===== src/rtl/dpt_pkg.sv =====
// dpt_pkg: shared types and constants for the double-pulse test sequencer.
//   dpt_state_t  - sequencer state encoding
//   DPT_VOLT_LO  - default DC-bus window lower bound (exclusive)
//   DPT_VOLT_HI  - default DC-bus window upper bound (inclusive)
//   DPT_TW       - width of the shared phase down-counter
//   pairDrive()  - maps the selected pair and its two gate bits onto k_out
package dpt_pkg;

  localparam int          DPT_TW      = 24;
  localparam logic [15:0] DPT_VOLT_LO = 16'h08B0;
  localparam logic [15:0] DPT_VOLT_HI = 16'h0C0C;

  typedef enum logic [2:0] {
    IDLE,
    ARM,
    READY,
    PULSE1,
    GAP,
    PULSE2,
    COOL,
    FAULT
  } dpt_state_t;

  // Bit 0 of a pair is the pulsed switch, bit 1 its complementary gate-enable.
  // The pair that is not selected is always driven low.
  function automatic logic [3:0] pairDrive(input logic sel, input logic en,
                                           input logic pulse);
    logic [3:0] drive;
    drive = 4'b0000;
    if (sel) begin
      drive[3:2] = {en, pulse};
    end else begin
      drive[1:0] = {en, pulse};
    end
    return drive;
  endfunction

endpackage


===== src/rtl/dpt_fault_sync.sv =====
// dpt_fault_sync: 2-FF synchronizer for the four asynchronous driver fault pins.
// Resets to 4'hF so that no fault is reported while reset is applied.
//   clk      - system clock
//   rst_n    - asynchronous active-low reset
//   async_i  - raw fault pins, 0 = fault
//   sync_o   - synchronized fault pins, 0 = fault
module dpt_fault_sync (
  input  logic       clk,
  input  logic       rst_n,
  input  logic [3:0] async_i,
  output logic [3:0] sync_o
);

  logic [3:0] meta_q;
  logic [3:0] sync_q;

  // Two flops in series give the first stage a full cycle to settle before
  // anything downstream looks at the pin state.
  always_ff @(posedge clk or negedge rst_n) begin
    if (!rst_n) begin
      meta_q <= 4'hF;
      sync_q <= 4'hF;
    end else begin
      meta_q <= async_i;
      sync_q <= meta_q;
    end
  end

  assign sync_o = sync_q;

endmodule


===== src/rtl/dpt_sequencer.sv =====
// dpt_sequencer: schedules double-pulse gate shots on two switch pairs.
// Arms after ARM_CNT consecutive in-window DC-bus samples, fires one shot per
// trigger (alternating pairs), enforces a cooldown and latches driver faults.
//   clk, sys_rst_n        - clock, asynchronous active-low reset
//   volt, volt_valid      - ADC sample and its one-cycle strobe
//   trig                  - one-cycle debounced trigger
//   fault_n, fault_clr    - async fault pins (0 = fault), fault clear request
//   k_out                 - gate commands, [1:0] pair A, [3:2] pair B
//   ready, busy, done     - armed / shot-or-cooldown / end-of-cooldown pulse
//   trig_miss             - trigger ignored outside READY
//   fault_lat             - latched fault sources, 1 = faulted
module dpt_sequencer
  import dpt_pkg::*;
#(
  parameter logic [DPT_TW-1:0] T_ON1   = 24'd400,
  parameter logic [DPT_TW-1:0] T_GAP   = 24'd100,
  parameter logic [DPT_TW-1:0] T_ON2   = 24'd200,
  parameter logic [DPT_TW-1:0] T_COOL  = 24'd400000,
  parameter logic [7:0]        ARM_CNT = 8'd4,
  parameter logic [15:0]       VOLT_LO = DPT_VOLT_LO,
  parameter logic [15:0]       VOLT_HI = DPT_VOLT_HI
) (
  input  logic        clk,
  input  logic        sys_rst_n,
  input  logic [15:0] volt,
  input  logic        volt_valid,
  input  logic        trig,
  input  logic [3:0]  fault_n,
  input  logic        fault_clr,
  output logic [3:0]  k_out,
  output logic        ready,
  output logic        busy,
  output logic        done,
  output logic        trig_miss,
  output logic [3:0]  fault_lat
);

  dpt_state_t        state_q, state_d;
  logic [DPT_TW-1:0] cnt_q, cnt_d;
  logic [7:0]        run_q, run_d;
  logic              sel_q, sel_d;
  logic              lastWin_q, lastWin_d;
  logic [3:0]        faultLat_q, faultLat_d;
  logic [3:0]        kOut_q, kOut_d;
  logic              ready_q, ready_d;
  logic              busy_q, busy_d;
  logic              done_q, done_d;
  logic              miss_q, miss_d;

  logic [3:0] faultSync;
  logic       inWin;
  logic       faultAny;
  logic       cntZero;

  dpt_fault_sync u_fault_sync (
    .clk     (clk),
    .rst_n   (sys_rst_n),
    .async_i (fault_n),
    .sync_o  (faultSync)
  );

  assign inWin    = (volt > VOLT_LO) && (volt <= VOLT_HI);
  assign faultAny = ~(&faultSync);
  assign cntZero  = (cnt_q == '0);

  // Next-state logic. Each timed phase loads the shared counter with its
  // length minus one on entry and leaves when it reaches zero, so a phase
  // occupies exactly its programmed number of cycles. The outputs are derived
  // from the next state so that they change on the same edge as the state.
  always_comb begin
    state_d    = state_q;
    cnt_d      = cnt_q;
    run_d      = run_q;
    sel_d      = sel_q;
    lastWin_d  = volt_valid ? inWin : lastWin_q;
    faultLat_d = faultLat_q;
    done_d     = 1'b0;
    miss_d     = trig && (state_q != READY);

    case (state_q)
      IDLE: begin
        state_d = ARM;
        run_d   = 8'd0;
      end
      ARM: begin
        if (volt_valid) begin
          if (inWin) begin
            run_d = run_q + 8'd1;
            if (run_q + 8'd1 >= ARM_CNT) begin
              state_d = READY;
            end
          end else begin
            run_d = 8'd0;
          end
        end
      end
      READY: begin
        if (trig) begin
          state_d = PULSE1;
          cnt_d   = T_ON1 - 1'b1;
        end else if (volt_valid && !inWin) begin
          state_d = ARM;
          run_d   = 8'd0;
        end
      end
      PULSE1: begin
        if (cntZero) begin
          state_d = GAP;
          cnt_d   = T_GAP - 1'b1;
        end else begin
          cnt_d = cnt_q - 1'b1;
        end
      end
      GAP: begin
        if (cntZero) begin
          state_d = PULSE2;
          cnt_d   = T_ON2 - 1'b1;
        end else begin
          cnt_d = cnt_q - 1'b1;
        end
      end
      PULSE2: begin
        if (cntZero) begin
          state_d = COOL;
          cnt_d   = T_COOL - 1'b1;
        end else begin
          cnt_d = cnt_q - 1'b1;
        end
      end
      COOL: begin
        if (cntZero) begin
          done_d  = 1'b1;
          sel_d   = ~sel_q;
          run_d   = 8'd0;
          // The voltage was ignored during the shot; re-arm from the most
          // recent sample, including one arriving on this very cycle.
          state_d = lastWin_d ? READY : ARM;
        end else begin
          cnt_d = cnt_q - 1'b1;
        end
      end
      FAULT: begin
        if (fault_clr && !faultAny) begin
          state_d    = ARM;
          faultLat_d = 4'b0000;
          sel_d      = 1'b0;
          run_d      = 8'd0;
        end
      end
      default: begin
        state_d = IDLE;
      end
    endcase

    // A synchronized fault overrides whatever the case above decided,
    // including a trigger or the end of cooldown on the same cycle.
    if (faultAny && (state_q != IDLE)) begin
      state_d    = FAULT;
      faultLat_d = faultLat_q | ~faultSync;
      done_d     = 1'b0;
      sel_d      = sel_q;
    end

    kOut_d  = pairDrive(sel_d,
                        (state_d == PULSE1) || (state_d == GAP) || (state_d == PULSE2),
                        (state_d == PULSE1) || (state_d == PULSE2));
    ready_d = (state_d == READY);
    busy_d  = (state_d == PULSE1) || (state_d == GAP) ||
              (state_d == PULSE2) || (state_d == COOL);
  end

  // All state and outputs live here; the asynchronous reset drops the gate
  // commands immediately, without waiting for a clock edge.
  always_ff @(posedge clk or negedge sys_rst_n) begin
    if (!sys_rst_n) begin
      state_q    <= IDLE;
      cnt_q      <= '0;
      run_q      <= 8'd0;
      sel_q      <= 1'b0;
      lastWin_q  <= 1'b0;
      faultLat_q <= 4'b0000;
      kOut_q     <= 4'b0000;
      ready_q    <= 1'b0;
      busy_q     <= 1'b0;
      done_q     <= 1'b0;
      miss_q     <= 1'b0;
    end else begin
      state_q    <= state_d;
      cnt_q      <= cnt_d;
      run_q      <= run_d;
      sel_q      <= sel_d;
      lastWin_q  <= lastWin_d;
      faultLat_q <= faultLat_d;
      kOut_q     <= kOut_d;
      ready_q    <= ready_d;
      busy_q     <= busy_d;
      done_q     <= done_d;
      miss_q     <= miss_d;
    end
  end

  assign k_out     = kOut_q;
  assign ready     = ready_q;
  assign busy      = busy_q;
  assign done      = done_q;
  assign trig_miss = miss_q;
  assign fault_lat = faultLat_q;

endmodule

===== config.mk =====
export PLATFORM = sky130hd
export DESIGN_NAME = dpt_sequencer
export DESIGN_NICKNAME = d
export VERILOG_FILES = /design/src/rtl/dpt_pkg.sv /design/src/rtl/dpt_fault_sync.sv /design/src/rtl/dpt_sequencer.sv
export SDC_FILE = /design/constraint.sdc
export NUM_CORES = 1
export LEC_CHECK = 0
export CORE_UTILIZATION = 45
export DETAILED_ROUTE_END_ITERATION = 12
export PLACE_DENSITY = 0.67
export SKIP_CTS_REPAIR_TIMING = 1
export SLEW_MARGIN = 40
export SYNTH_ARGS = -nofsm -noshare
export SYNTH_HDL_FRONTEND = slang
export SYNTH_SLANG_ARGS = --single-unit

===== constraint.sdc =====
create_clock -name clk -period 3.55 [get_ports clk]
set_input_delay 0.355 -clock clk [delete_from_list [all_inputs] [get_ports clk]]
set_output_delay 0.355 -clock clk [all_outputs]
set_load 0.02 [all_outputs]

# ---- After elaboration in Yosys (flattened, before gate mapping)
# Cells that the tools add are included.
dict set report op_classes {
  n_addsub 2
  n_lt_le_gt_ge 3
  eq_ne 20
  muxes 39
  bitwise_logic 4
  n_reduce_logical 21
}
# operator count
set op_table {}
lappend op_table {{24-bit 2-to-1 mux} 5}
lappend op_table {{24-bit one-hot mux with 5 select lines} 1}
lappend op_table {{8-bit 2-to-1 mux} 6}
lappend op_table {{8-bit one-hot mux with 5 select lines} 1}
lappend op_table {{3-bit 2-to-1 mux} 11}
lappend op_table {{24-bit logical NOT} 1}
lappend op_table {{3-bit one-hot mux with 8 select lines} 1}
lappend op_table {{24-bit by 1-bit subtractor with 24-bit output (second input constant)} 1}
lappend op_table {{3-bit equality test (second input constant)} 7}
lappend op_table {{16-bit by 12-bit > comparator with 1-bit output (second input constant)} 1}
lappend op_table {{16-bit by 12-bit <= comparator with 1-bit output (second input constant)} 1}
lappend op_table {{2-bit != test (second input constant)} 7}
lappend op_table {{3-bit by 2-bit equality test with 1-bit output (second input constant)} 4}
lappend op_table {{4-bit 2-to-1 mux} 3}
lappend op_table {{5-bit nonzero test} 2}
lappend op_table {{8-bit by 1-bit adder with 8-bit output (second input constant)} 1}
lappend op_table {{8-bit by 3-bit greater-or-equal comparator with 1-bit output (second input constant)} 1}
lappend op_table {{1-bit 2-to-1 mux} 7}
lappend op_table {{2-bit 2-to-1 mux} 3}
lappend op_table {{6-bit AND reduction} 1}
lappend op_table {{1-bit logical AND} 5}
lappend op_table {{1-bit logical OR} 4}
lappend op_table {{4-bit inverter} 1}
lappend op_table {{4-bit bitwise OR} 1}
lappend op_table {{other kinds (11)} 13}
dict set report totals {
  out_inout_bits 12
  regBits 57
}

# ---- Depth between registers and ports, before layout
dict set report logic_depth {
  word_depth 12
  mapped_depth 11
}

# ---- Hierarchy
# A second synthesis with hierarchy kept.
dict set report unflattened {
  hier_cells 368
  area_unflattened_um2 3213.1
}
# mod cells_each area_per_inst_um2 seq_area_each_um2 instances
set by_module_without_submodules {}
lappend by_module_without_submodules {dpt_sequencer 360 3002.9 1226.2 1}
lappend by_module_without_submodules {dpt_fault_sync 8 210.2 210.2 1}

# ---- Least setup slack after synthesis
# Ideal clock, no wire load.
dict set report synth_timing {
  path_kind {flip-flop to flip-flop}
  start {register cnt_q[0]}
  end {register kOut_q[0] (netlist: k_out[0])}
  stages_incl_launch_ff 11
  arrival_time_ns 3.019
  n_path_buf 1
  path_slack_ns 0.438
  cell_sequence {dfrtp_1 -> inv_1 -> ha_1 -> or3b_2 -> or4_4 -> buf_6 -> or3_4 -> a21oi_2 -> inv_2 -> or4_4 -> a211oi_1}
}
dict set report synth_between {
  elab_chain_len 7
  word_cells_on_any_way 14
}
# element line
set synth_lines {}
lappend synth_lines {{start, declared} dpt_sequencer.sv:39} ;# logic [DPT_TW-1:0] cnt_q, cnt_d;
lappend synth_lines {{start signal, assigned} dpt_sequencer.sv:189} ;# cnt_q <= cnt_d;
lappend synth_lines {{24-bit logical NOT (*)} dpt_sequencer.sv:64} ;# assign cntZero = (cnt_q == '0);
lappend synth_lines {{3-bit 2-to-1 mux, on equally long branches} n/a}
lappend synth_lines {{3-bit one-hot mux with 8 select lines} dpt_sequencer.sv:80} ;# case (state_q)
lappend synth_lines {{3-bit 2-to-1 mux} dpt_sequencer.sv:157} ;# if (faultAny && (state_q != IDLE)) begin
lappend synth_lines {{3-bit by 2-bit equality test with 1-bit output / 3-bit equality test (equally long branches)} dpt_sequencer.sv:166} ;# (state_d == PULSE1) || (state_d == PULSE2));
lappend synth_lines {{1-bit logical OR} dpt_sequencer.sv:166}
lappend synth_lines {{2-bit 2-to-1 mux (*)} dpt_pkg.sv:30} ;# if (sel) begin
lappend synth_lines {{via kOut_d[0]} dpt_sequencer.sv:44} ;# logic [3:0] kOut_q, kOut_d;
lappend synth_lines {{end signal, assigned} dpt_sequencer.sv:194} ;# kOut_q <= kOut_d;
lappend synth_lines {{end, declared} dpt_sequencer.sv:44}
# Mark *: on every way through the listed nets, which the timed path passes. The rest lies on a longest branch.
# A chain may end at the register's enable or synchronous reset.

# ---- Final worst setup path
# Ends and elaborated chain as after synthesis.

==> out/results.tsv <==
metric	value	unit
syn_nets	403	
final instance area	3990	sq um
setup tns final	0	ns
met2 WL post-DR	3.65	mm
initial antenna violation count	0	
startpoint type of the worst setup path	register	
Pre-antenna DRT Iters	4	
asr flop ratio synth	100	%
core area	6940	sq um
n_diodes	0	
Pint	1.23	mW
min Tclk post-route	3.26	ns
CP Depth	9	
sequential power share	44.7	%
die area	7700	sq um
Multi-input gate area	1750	sq um
WP data arrival	3.51	ns
DR iter-0 viols	129	
final slew viol count	0	
Hold Vio Cnt, Final	0	
Synth top cells by count	49 x dfrtp_1, 37 x nor2_1, 32 x o21ai_0, 28 x nand2_1, 20 x a21oi_1	
# nets final	440	
power share of the combinational group	14.2	%
first-pass GRT wire length	13.8	mm
cells on worst reg2reg path	9	
Post-synth EDFFs	0	
Main synth FF type	dfrtp_1	
gr usage total	23.4	%
crit end category	register	
Power per Cell Area	420	nW/um^2
Vias/cell	5.77	
Final period util	91.9	%
dpl cells	498	
register area share after synthesis	43.4	%
clk_lat worst skew	0.35	ns
pin count of the biggest net entering global routing	31	
Horiz. Die Dim	87.7	um
Top-Level Pins	37	
slowest library cell on the worst path	or4_4	
Mapped Cells	376	
worst setup path class	reg2reg	
clock sinks	57	
Seq. cell area	1440	sq um
placed standard-cell area	3770	sq um
vias in the first global route	2968	
Power, Total	1.68	mW
clock buffer depth	2	
Sw Ratio	26.9	%
Slew HR	54.6	%
Synth cell types	62	
die height	87.7	um
Synth warnings	0	
GRT overflow	0	
count leader, synth	dfrtp_1	
DRC	0	
CP delay by family, top	simple AND/OR/NAND/NOR gates	
clock skew	0.0142	ns
# rows	30	
drt total wl	8.06	mm
max-cap viol count	0	
worst min-delay path class	in2async	
leakage	1.60	nW
uppermost routed layer	met4	
routed length per instance	15.7	um
WP buf/inv	2	
Detail Route Antenna Nets	0	
WL met3	379	um
Clock power frac	41.0	%
flops & latches, synth	57	
layout cell share with drive strength beyond 1	12.4	%
Synth area leaders	dfrtp_1 37%, dfstp_2 6.4%, o21ai_0 4.8%, nor2_1 4.2%, nand2_1 3.2%	
critical path fanouts, max	9	
Max Clk Rate	307	MHz
Filler cells	635	
critical path data required time	3.80	ns
status	completed	
worst slew pin tran	0.682	ns
H-tree depth	3	
Yosys top cell by area	dfrtp_1	
P_sw	452	uW
vias	2968	
buffers added on ports	36	
RD Place Congestion	0.867	
Initial Utilization	47.6	%
total CTS buffers	9	
most used cell, CP	or4_4	
Syn-to-layout area delta	20.7	%
post-route insts no fill	514	
VDD IR max	271	uV
highest cell delay on the worst timing path	0.60	ns
clock-pin slew on the worst setup and hold paths	0.08	ns
post-synth top area share	37.1	%
Post-DP HPWL	5.77	mm
CP Cell Sequence	inv_1 -> ha_1 -> or3b_2 -> or4_4 -> or3_4 -> a21oi_2 -> inv_2 -> or4_4 -> a211oi_1	
Synth Cell Area	3310	sq um
CTS root buf	clkbuf_8	
Mean Syn Cell Area	8.80	sq um
Final Setup Violations	0	
wl on met1	3.89	mm
CTS tree	yes	
RSZ-0062 raised after global routing	no	
[layout make-up]
type | instances | share of cell area (%)
clock inverters | 5 | 2.01
flip-flops and latches | 57 | 36.0
repair buffers | 45 | 10.6
clock buffers | 11 | 3.54
multi-input cells | 289 | 43.8
inverters | 11 | 1.03
well taps | 96 | 3.01
[routing by layer]
metal	vias up	track usage, %
met2	74	37.9
li1	1453	-
met3	13	3.77
met1	1428	30.6
met4	0	11.0
met5	-	0
[cells in the final DEF, fill, tap and decap left out, types with 8 or more instances in the layout]
| cell | n |
|---|---|
| dfrtp_1 | 49 |
| nor2_1 | 37 |
| clkdlybuf4s50_1 | 35 |
| o21ai_0 | 32 |
| nand2_1 | 28 |
| a21oi_1 | 20 |
| nor3_1 | 14 |
| nor4_1 | 12 |
| nand3_1 | 12 |
| xnor2_1 | 11 |
| inv_1 | 10 |
| nor2b_1 | 10 |
| clkbuf_8 | 10 |
| or3_1 | 9 |
| buf_4 | 9 |
| o31ai_1 | 8 |
| dfstp_2 | 8 |
[metrics by stage]
| stage | utilization [%] | setup WS [ns] | hold WS (ns) |
|---|---|---|---|
| 4_1_cts | 57.5 | 0.291 | 0.0547 |
| 2_1_floorplan | - | 0.438 | 0.0594 |
| 3_3_place_gp | 54.3 | 0.370 | 0.346 |
| 3_5_place_dp | 54.3 | 0.305 | 0.347 |
| 6_report | 57.5 | 0.288 | 0.0350 |
| 5_1_grt | 57.5 | 0.119 | 0.0924 |
[cells by family (layout without fill, tap and decap cells)]
| family | count (synthesis) | after routing | share of synthesized area (%) |
|---|---|---|---|
| simple gates | 160 | 160 | 26.0 |
| flops | 57 | 57 | 43.4 |
| xor+xnor | 15 | 15 | 3.97 |
| buf+inv | 30 | 72 | 3.67 |
| compound gates | 109 | 109 | 21.3 |
| fa+ha+maj | 3 | 3 | 1.06 |
| mux | 2 | 2 | 0.605 |
[worst paths after layout]
path,start,end,slack [ns]
worst max-delay path,cnt_q[0]$_DFFE_PN0P_,k_out[0]$_DFF_PN0_,0.29
worst max register to register,cnt_q[0]$_DFFE_PN0P_,k_out[0]$_DFF_PN0_,0.29
worst min register to register,u_fault_sync.meta_q[1]$_DFF_PN1_,u_fault_sync.sync_o[1]$_DFF_PN1_,0.36
worst min-delay path,sys_rst_n,k_out[2]$_DFF_PN0_,0.03
min in group clk,u_fault_sync.meta_q[1]$_DFF_PN1_,u_fault_sync.sync_o[1]$_DFF_PN1_,0.36
max in group asynchronous,sys_rst_n,u_fault_sync.meta_q[2]$_DFF_PN1_,2.64
[power groups by stage]
stage          sequential, mW  combinational, mW  clock (mW)
2_1_floorplan           0.754              0.158           0
3_3_place_gp            0.760              0.236           0
3_5_place_dp            0.761              0.240           0
4_1_cts                 0.750              0.241       0.699
5_1_grt                 0.758              0.272       0.727
6_report                0.750              0.239       0.689
[worst register-to-register path, stage by stage (launching register included)]
cell and delay (ns):
dfrtp_1 0.39, inv_1 0.06, ha_1 0.21, or3b_2 0.51, or4_4 0.60, or3_4 0.41
a21oi_2 0.18, inv_2 0.07, or4_4 0.50, a211oi_1 0.24
[state kept, by name, indices dropped and copies added, names as in the netlist]
name / flops
run_q: 8
sel_q: 1
busy: 1
k_out: 4
done: 1
lastWin_q: 1
trig_miss: 1
state_q: 3
cnt_q: 24
u_fault_sync.meta_q: 4
fault_lat: 4
ready: 1
u_fault_sync.sync_o: 4
(Power assumes the default switching activity.)
